`config.mk`:
```
export PLATFORM = sky130hd
export DESIGN_NAME = fnd_scan_ctrl
export DESIGN_NICKNAME = d
export VERILOG_FILES = /design/src/rtl/fnd_pkg.sv /design/src/rtl/bcd_to_seg.sv /design/src/rtl/fnd_scan_ctrl.sv
export SDC_FILE = /design/constraint.sdc
export NUM_CORES = 1
export LEC_CHECK = 0
export BUFFER_PORTS_ARGS = -buffer_cell sky130_fd_sc_hd__buf_2
export CORE_MARGIN = 4
export CORE_UTILIZATION = 35
export DETAILED_ROUTE_END_ITERATION = 8
export GPL_ROUTABILITY_DRIVEN = 0
export SYNTH_ARGS = -nofsm -noshare
export SYNTH_HDL_FRONTEND = slang
export SYNTH_SLANG_ARGS = --single-unit
```
`constraint.sdc`:
```
create_clock -name clk -period 4.4 [get_ports clk]
set_input_delay 1.1 -clock clk [delete_from_list [all_inputs] [get_ports clk]]
set_output_delay 1.1 -clock clk [all_outputs]
set_load 0.05 [all_outputs]
```
`src/rtl/fnd_pkg.sv`:
```
// Shared types and glyph constants for the FND scan path.
// Active-low segment order is {dp,g,f,e,d,c,b,a}.
package fnd_pkg;

    typedef enum logic {
        SHOW  = 1'b0,
        GUARD = 1'b1
    } state_e;

    localparam logic [7:0] SEG_0   = 8'hC0;
    localparam logic [7:0] SEG_1   = 8'hF9;
    localparam logic [7:0] SEG_2   = 8'hA4;
    localparam logic [7:0] SEG_3   = 8'hB0;
    localparam logic [7:0] SEG_4   = 8'h99;
    localparam logic [7:0] SEG_5   = 8'h92;
    localparam logic [7:0] SEG_6   = 8'h82;
    localparam logic [7:0] SEG_7   = 8'hF8;
    localparam logic [7:0] SEG_8   = 8'h80;
    localparam logic [7:0] SEG_9   = 8'h90;
    localparam logic [7:0] SEG_A   = 8'h88;
    localparam logic [7:0] SEG_B   = 8'h83;
    localparam logic [7:0] SEG_C   = 8'hC6;
    localparam logic [7:0] SEG_D   = 8'hA1;
    localparam logic [7:0] SEG_E   = 8'h86;
    localparam logic [7:0] SEG_F   = 8'h8E;
    localparam logic [7:0] SEG_OFF = 8'hFF;

    localparam logic [3:0] COM_OFF = 4'b1111;

    function automatic logic [3:0] com_sel(input logic [1:0] idx);
        com_sel = ~(4'b0001 << idx);
    endfunction

endpackage

```
`src/rtl/bcd_to_seg.sv`:
```
// Combinational hex digit to active-low 7-segment decoder.
module bcd_to_seg
    import fnd_pkg::*;
(
    input  logic [3:0] i_code,
    output logic [6:0] o_seg
);

    always_comb begin
        o_seg = SEG_OFF[6:0];
        unique case (i_code)
            4'h0: o_seg = SEG_0[6:0];
            4'h1: o_seg = SEG_1[6:0];
            4'h2: o_seg = SEG_2[6:0];
            4'h3: o_seg = SEG_3[6:0];
            4'h4: o_seg = SEG_4[6:0];
            4'h5: o_seg = SEG_5[6:0];
            4'h6: o_seg = SEG_6[6:0];
            4'h7: o_seg = SEG_7[6:0];
            4'h8: o_seg = SEG_8[6:0];
            4'h9: o_seg = SEG_9[6:0];
            4'hA: o_seg = SEG_A[6:0];
            4'hB: o_seg = SEG_B[6:0];
            4'hC: o_seg = SEG_C[6:0];
            4'hD: o_seg = SEG_D[6:0];
            4'hE: o_seg = SEG_E[6:0];
            4'hF: o_seg = SEG_F[6:0];
        endcase
    end

endmodule

```
`src/rtl/fnd_scan_ctrl.sv`:
```
// 4-digit common-anode FND scanner with anti-ghost guard interval.
// Define FND_DOT_BLINK_EN to gate decimal points with a tick-driven blink.
module fnd_scan_ctrl
    import fnd_pkg::*;
#(
    parameter int GUARD_CYCLES = 16
`ifdef FND_DOT_BLINK_EN
    , parameter int BLINK_TICKS = 500
`endif
) (
    input  logic        clk,
    input  logic        rst,
    input  logic        i_tick,
    input  logic [15:0] i_digits,
    input  logic [3:0]  i_dp,
    input  logic [3:0]  i_blank,
    output logic [3:0]  o_fnd_com,
    output logic [7:0]  o_fnd_data
);

    localparam int CW = (GUARD_CYCLES > 1) ? $clog2(GUARD_CYCLES) : 1;
    localparam logic [CW-1:0] CNT_LAST =
        CW'((GUARD_CYCLES > 0) ? GUARD_CYCLES - 1 : 0);

    state_e         state_q;
    logic [1:0]     idx_q;
    logic [CW-1:0]  cnt_q;
    logic [3:0]     com_q;
    logic [7:0]     data_q;

    logic [3:0]     code;
    logic [6:0]     seg;
    logic           blink_on;
    logic           dp_on;
    logic [7:0]     data_d;
    logic [3:0]     com_d;

    assign code = i_digits[{idx_q, 2'b00} +: 4];

    bcd_to_seg u_dec (
        .i_code (code),
        .o_seg  (seg)
    );

`ifdef FND_DOT_BLINK_EN
    localparam int BW = (BLINK_TICKS > 1) ? $clog2(BLINK_TICKS) : 1;
    localparam logic [BW-1:0] BLAST = BW'(BLINK_TICKS - 1);

    logic [BW-1:0] bcnt_q;
    logic          blink_q;

    // Ticks are counted regardless of scan state so the blink rate is steady.
    always_ff @(posedge clk or posedge rst) begin
        if (rst) begin
            bcnt_q  <= '0;
            blink_q <= 1'b0;
        end else if (i_tick) begin
            if (bcnt_q == BLAST) begin
                bcnt_q  <= '0;
                blink_q <= ~blink_q;
            end else begin
                bcnt_q <= bcnt_q + 1'b1;
            end
        end
    end

    assign blink_on = blink_q;
`else
    assign blink_on = 1'b1;
`endif

    assign dp_on  = i_dp[idx_q] & blink_on;
    assign data_d = {~dp_on, i_blank[idx_q] ? 7'h7F : seg};
    assign com_d  = com_sel(idx_q);

    always_ff @(posedge clk or posedge rst) begin
        if (rst) begin
            state_q <= SHOW;
            idx_q   <= 2'd0;
            cnt_q   <= '0;
            com_q   <= COM_OFF;
            data_q  <= SEG_OFF;
        end else begin
            unique case (state_q)
                SHOW: begin
                    com_q  <= com_d;
                    data_q <= data_d;
                    if (i_tick) begin
                        idx_q <= idx_q + 2'd1;
                        if (GUARD_CYCLES > 0) begin
                            state_q <= GUARD;
                            cnt_q   <= '0;
                            com_q   <= COM_OFF;
                            data_q  <= SEG_OFF;
                        end
                    end
                end
                GUARD: begin
                    cnt_q <= cnt_q + 1'b1;
                    if (cnt_q == CNT_LAST) begin
                        state_q <= SHOW;
                        com_q   <= com_d;
                        data_q  <= data_d;
                    end
                end
            endcase
        end
    end

    assign o_fnd_com  = com_q;
    assign o_fnd_data = data_q;

endmodule

```
==> results.ini, run 1 <==
[status]
run_status=finished clean

[synth]
synth_top_area_cell=sky130_fd_sc_hd__dfstp_2
synthDominantCellAreaShare_pct=23.5
synthesized_netlist_net_count=157
synth-seq-cells=19
post_synthesis_instance_area_mm2=0.00134
yosysWarnings=0
avgSynthCellArea_um2=11.3
synth_cells=119
synth.top_cells.by_area=sky130_fd_sc_hd__dfstp_2, sky130_fd_sc_hd__dfrtp_1, sky130_fd_sc_hd__ha_1
synth.lib_cells_used.distinct=33
proportion_of_synthesized_chip_area_in_sequential_cells_pct=36.6

[setup_path]
crit_path_end_kind=flip-flop
cp.arrival_ps=2750
required_ps=4560
start_kind=primary input
worst-setup-path-type=in -> reg
worstPathMaxFanout=6

[route]
route.antenna.remaining_nets=0
detailedRoute.firstIterationViolations=47
drt_wl_cell_um=13.6
total_number_of_vias=1014
routed-wl-met2_mm=1.35
wl_met3_um=132
firstDrtPassIters=4
routed_wirelength_mm=2.78
wl_met1_mm=1.26
remaining_drc_errors=0
detail_route.vias_per_cell=4.97
highest-signal-layer=met4

[floorplan]
io_pins=39
die_width_um=69.9
fp.dieArea_mm2=0.00488
die_height_um=69.9
placeableCoreArea_mm2=0.00369
std_cell_rows=22
initial_core_util_pct=36.3

[sta]
layout_min_cycle_time_ps=2590
rsz0062_at_grt=false
setup_tns_ps=0
worst_tran_pin_value_ps=702
finalSetupViolCount=0
fin_skew_ps=2.08
final.period_utilization_pct=58.9
report.final.slew_viol_count=0
fin_hold_ws_ps=504
hold_viol_final=0
achievable-frequency_ghz=0.386
timing.max_slew.rel_slack_pct=53.2

[clock_network]
cts_inserted_buffers=3
cts_tree=yes
cts_setup_buffers=0
clk_root_buffer_cell=sky130_fd_sc_hd__clkbuf_8
clock_tree.htree_level_count=1
cts_max_path_buffers=2
post_cts.resized_instances=0
ctsHoldBuffers=0
worstSkewPairLatency_ps=250
clock_sinks=19
clkSlewWorstSetupHoldPaths_ps=70

[cells_and_area]
antenna-diode-count=0
synthToLayoutAreaGrowth_pct=19.0
drive_above_1_share_pct=39.1
final_cell_area_mm2=0.00159
finish.net_count=195
layout.filler_cells=378
layout.core_utilization_pct=43.2

[power]
power_density_mw_per_mm2=712
vdd_drop_max_mv=0.252
p_leak_nw=0.714

[placed_design]
post-dp-hpwl_mm=2.20
placedInstanceArea_mm2=0.00155
buffers_on_ports=38

[run]
drv.max_cap_violation_count=0

[global_routing]
grt_pass1_wl_mm=4.71
pin_count_of_the_biggest_net_entering_global_routing=20
vias_in_the_first_global_route=998
initial_antenna_violation_count=0
overflow=0
total_routing_usage_gr_pct=11.8

[hold_path]
worstHoldPathType=reg -> reg

[path summary, 6_finish.rpt]
kind                               from  slack, ps  depth (start not counted)       endpoint
min in group asynchronous           rst        950                          2        state_q
setup reg to reg               idx_q[0]       2000                          5  o_fnd_data[3]
hold / removal             o_fnd_com[0]        500                          2   o_fnd_com[0]
setup / recovery            i_digits[4]       1810                          6  o_fnd_data[3]
hold reg to reg            o_fnd_com[0]        500                          2   o_fnd_com[0]
max in group asynchronous           rst       3000                          2       cnt_q[1]
[flip-flops by register name, summed over array words and instances (netlist names)]
name        count
o_fnd_data      8
state_q         1
idx_q           2
cnt_q           4
o_fnd_com       4
[layout by cell type, fill, tap and decap left out, types with 4 or more instances in the layout]
cell type,netlist,routed
sky130_fd_sc_hd__mux4_2,4,4
sky130_fd_sc_hd__ha_1,11,11
sky130_fd_sc_hd__dfstp_2,12,12
sky130_fd_sc_hd__inv_1,8,8
sky130_fd_sc_hd__nor2_1,12,12
sky130_fd_sc_hd__buf_2,0,38
sky130_fd_sc_hd__mux4_1,4,4
sky130_fd_sc_hd__xor2_1,4,4
sky130_fd_sc_hd__a31oi_1,7,7
sky130_fd_sc_hd__nand2b_1,6,6
sky130_fd_sc_hd__nand2_1,7,7
sky130_fd_sc_hd__dfrtp_1,7,7
[Yosys cell counts]
| cell | number |
|---|---|
| sky130_fd_sc_hd__dfstp_2 | 12 |
| sky130_fd_sc_hd__nor2_1 | 12 |
| sky130_fd_sc_hd__ha_1 | 11 |
| sky130_fd_sc_hd__inv_1 | 8 |
| sky130_fd_sc_hd__a31oi_1 | 7 |
| sky130_fd_sc_hd__dfrtp_1 | 7 |
| sky130_fd_sc_hd__nand2_1 | 7 |
| sky130_fd_sc_hd__nand2b_1 | 6 |
| sky130_fd_sc_hd__mux4_1 | 4 |
| sky130_fd_sc_hd__mux4_2 | 4 |
| sky130_fd_sc_hd__xor2_1 | 4 |
| sky130_fd_sc_hd__a21oi_1 | 3 |
| sky130_fd_sc_hd__mux2i_1 | 3 |
| sky130_fd_sc_hd__nand3_1 | 3 |
| sky130_fd_sc_hd__o21ai_0 | 3 |
| sky130_fd_sc_hd__a211o_1 | 2 |
| sky130_fd_sc_hd__a22o_1 | 2 |
| sky130_fd_sc_hd__buf_4 | 2 |
| sky130_fd_sc_hd__buf_6 | 2 |
| sky130_fd_sc_hd__nor2b_1 | 2 |
| sky130_fd_sc_hd__o221ai_1 | 2 |
| sky130_fd_sc_hd__xnor2_1 | 2 |
| sky130_fd_sc_hd__a211oi_4 | 1 |
| sky130_fd_sc_hd__a22oi_1 | 1 |
| sky130_fd_sc_hd__a311oi_1 | 1 |
| sky130_fd_sc_hd__and2_2 | 1 |
| sky130_fd_sc_hd__and2_4 | 1 |
| sky130_fd_sc_hd__clkbuf_1 | 1 |
| sky130_fd_sc_hd__mux2_2 | 1 |
| sky130_fd_sc_hd__o2111a_1 | 1 |
| sky130_fd_sc_hd__o21a_1 | 1 |
| sky130_fd_sc_hd__o22a_1 | 1 |
| sky130_fd_sc_hd__or3b_1 | 1 |
[stage by stage]
| step | setup WS, ps | power (mW) | std cells |
|---|---|---|---|
| floorplan | 1790 | 0.910 | 119 |
| global placement | 1640 | 1.00 | 200 |
| detailed placement | 1570 | 1.02 | 200 |
| CTS | 1830 | 1.15 | 204 |
| global route | 1690 | 1.23 | 204 |
| finish | 1810 | 1.14 | 204 |
[worst max-delay path, stage by stage]
cell,delay [ps]
sky130_fd_sc_hd__buf_2,90
sky130_fd_sc_hd__mux4_1,600
sky130_fd_sc_hd__inv_1,180
sky130_fd_sc_hd__ha_1,260
sky130_fd_sc_hd__o2111a_1,260
sky130_fd_sc_hd__a311oi_1,260
[cell families after synthesis]
| kind of cell | share of synthesized area, % |
|---|---|
| XOR/XNOR | 3.92 |
| multiplexers | 17.6 |
| AO/OA/AOI/OAI | 14.2 |
| buffers and inverters | 5.32 |
| adder cells (fa/ha/maj) | 10.3 |
| AND/OR/NAND/NOR | 12.0 |
| flip-flops | 36.6 |
[area by class of cell]
| class | instances | area, um^2 | area share [%] |
|---|---|---|---|
| Multi-Input combinational cell | 87 | 778 | 48.8 |
| Sequential cell | 19 | 490 | 30.8 |
| Inverter | 8 | 30.0 | 1.88 |
| Clock buffer | 4 | 45.0 | 2.83 |
| Timing Repair Buffer | 38 | 190 | 11.9 |
| Tap cell | 48 | 60.1 | 3.77 |
[where the power goes]
group | total, mW | switching, mW | leakage [nW] | internal [mW]
Sequential | 0.355 | 0.0788 | 0.209 | 0.277
Clock | 0.118 | 0.0537 | 0.0228 | 0.0642
Combinational | 0.662 | 0.401 | 0.482 | 0.261
[metal layers]
metal  vias up  GRT usage (%)
met5         -              0
met4         0           5.11
met3         2           1.44
met2        29           18.9
met1       478           15.9
li1        505              -
Note: power is estimated with default switching activity, not from simulation.
==> run 2, diff against run 1 <==
Clock period 4.4 ns to 2.37 ns, I/O delays scaled along.
==> results.ini, run 2 (synthesis gave the netlist of run 1 again) <==
[sta]
setup_slack_ps=220
timing.max_slew.rel_slack_pct=51.0
worst_tran_pin_value_ps=735
fin_skew_ps=8.46
hold_viol_final=0
report.final.slew_viol_count=0
achievable-frequency_ghz=0.465
finalSetupViolCount=0
layout_min_cycle_time_ps=2150
rsz0062_at_grt=false
setup_tns_ps=0
final.period_utilization_pct=90.7

[setup_path]
worstPathCellList=mux4_1 > inv_1 > ha_1 > o2111a_1 > a311oi_1
worst-setup-path-type=reg -> reg
cp.arrival_ps=2310
required_ps=2530
r2r_start=idx_q[0]
critical_path.top_delay_family=multiplexers
start_kind=flip-flop
delay_of_the_slowest_critical_path_stage_ps=700
cpMaxStageDelayCell=sky130_fd_sc_hd__mux4_1
crit_start=idx_q[0]
critPathBufInv=1
crit_path_end_kind=flip-flop
worstPathMaxFanout=6
r2r_setup_slack_ps=220

[global_routing]
initial_antenna_violation_count=0
total_routing_usage_gr_pct=12.4
vias_in_the_first_global_route=1072
grt_pass1_wl_mm=4.91
pin_count_of_the_biggest_net_entering_global_routing=20
overflow=0

[cells_and_area]
antenna-diode-count=0
largest_register_ffs=8
layout.filler_cells=365
synthToLayoutAreaGrowth_pct=20.6
mostFrequentLayoutCells=sky130_fd_sc_hd__buf_2, sky130_fd_sc_hd__nor2_1, sky130_fd_sc_hd__dfstp_2, sky130_fd_sc_hd__ha_1, sky130_fd_sc_hd__inv_1
final_cell_area_mm2=0.00162
mostFrequentLayoutCell=sky130_fd_sc_hd__buf_2
drive_above_1_share_pct=40.3
finish.net_count=198

[placed_design]
place_worst_setup_slack_ps=28.8
buffers_on_ports=38
placedInstanceArea_mm2=0.00157
post-dp-hpwl_mm=2.34

[power]
total_switching_power_mw=1.01
p_sw_share_pct=46.8
overall_power_mw=2.16
comb_power_share_pct=61.1
intPower_mw=1.15
seq_pwr_share_pct=28.5
p_leak_nw=0.729
vdd_drop_max_mv=0.589
power_density_mw_per_mm2=1340
power.clock.fraction_pct=10.3

[route]
detail_route.vias_per_cell=5.11
detailedRoute.firstIterationViolations=52
total_number_of_vias=1058
remaining_drc_errors=0
route.antenna.remaining_nets=0
drt_wl_cell_um=14.2
routed_wirelength_mm=2.95
firstDrtPassIters=4

[run]
drv.max_cap_violation_count=0

[clock_network]
clock_tree.htree_level_count=1
post_cts.resized_instances=0
cts_setup_buffers=0
cts_max_path_buffers=2
clock_sinks=19
ctsHoldBuffers=0
clk_root_buffer_cell=sky130_fd_sc_hd__clkbuf_8
cts_inserted_buffers=3
worstSkewPairLatency_ps=260
cts_tree=yes
clkSlewWorstSetupHoldPaths_ps=70

[floorplan]
std_cell_rows=22
io_pins=39
die_width_um=69.9
die_height_um=69.9
initial_core_util_pct=36.3
fp.dieArea_mm2=0.00488
placeableCoreArea_mm2=0.00369

[hold_path]
worstHoldPathType=in -> async

[status]
run_status=finished clean

-- run 2: changes by cell type in the layout (fill, tap and decap cells not counted) --
cell / before / now
sky130_fd_sc_hd__buf_4: 0 / 3
-- run 2: worst paths after layout --
path | end | cells after the start
max | o_fnd_data[3] | 5
min | state_q | 2
max reg2reg | o_fnd_data[3] | 5
min reg2reg | o_fnd_com[2] | 2
max in group asynchronous | idx_q[1] | 2
min in group clk | o_fnd_com[2] | 2
-- run 2: layout make-up --
cell class	instances	area, um^2	area share, %
well taps	48	60.1	3.72
clock buffers	4	45.0	2.79
multi-input cells	87	778	48.1
flip-flops and latches	19	490	30.3
inverters	8	30.0	1.86
repair buffers	41	213	13.2
-- run 2: metrics by stage --
step	instances	utilization [%]	hold slack, ps
after floorplan	119	-	471
after global placement	203	42.6	498
after detailed placement	203	42.6	492
after CTS	207	43.8	481
after global routing	207	43.8	509
final	207	43.8	451
-- run 2: worst reg2reg max path: stages (launching register included) --
cell and delay (ps):
sky130_fd_sc_hd__dfrtp_1 420, sky130_fd_sc_hd__mux4_1 700, sky130_fd_sc_hd__inv_1 160, sky130_fd_sc_hd__ha_1 260
sky130_fd_sc_hd__o2111a_1 250, sky130_fd_sc_hd__a311oi_1 280
-- run 2: power groups by stage --
stage                     registers (mW)  clock network (mW)  logic, mW
after global placement             0.616                   0       1.29
after CTS                          0.622               0.229       1.33
final                              0.617               0.224       1.32
after detailed placement           0.628                   0       1.32
after global routing               0.642               0.242       1.43
after floorplan                    0.875                   0      0.813
-- run 2: per-layer routing --
layer	routed length (um)	share of wire, %	GRT usage, %	vias up
li1	-	-	-	511
met1	1250	42	14.5	507
met2	1440	49	21.8	36
met3	202	6.8	2.30	4
met4	52	1.8	5.32	0
met5	0	0	0	-
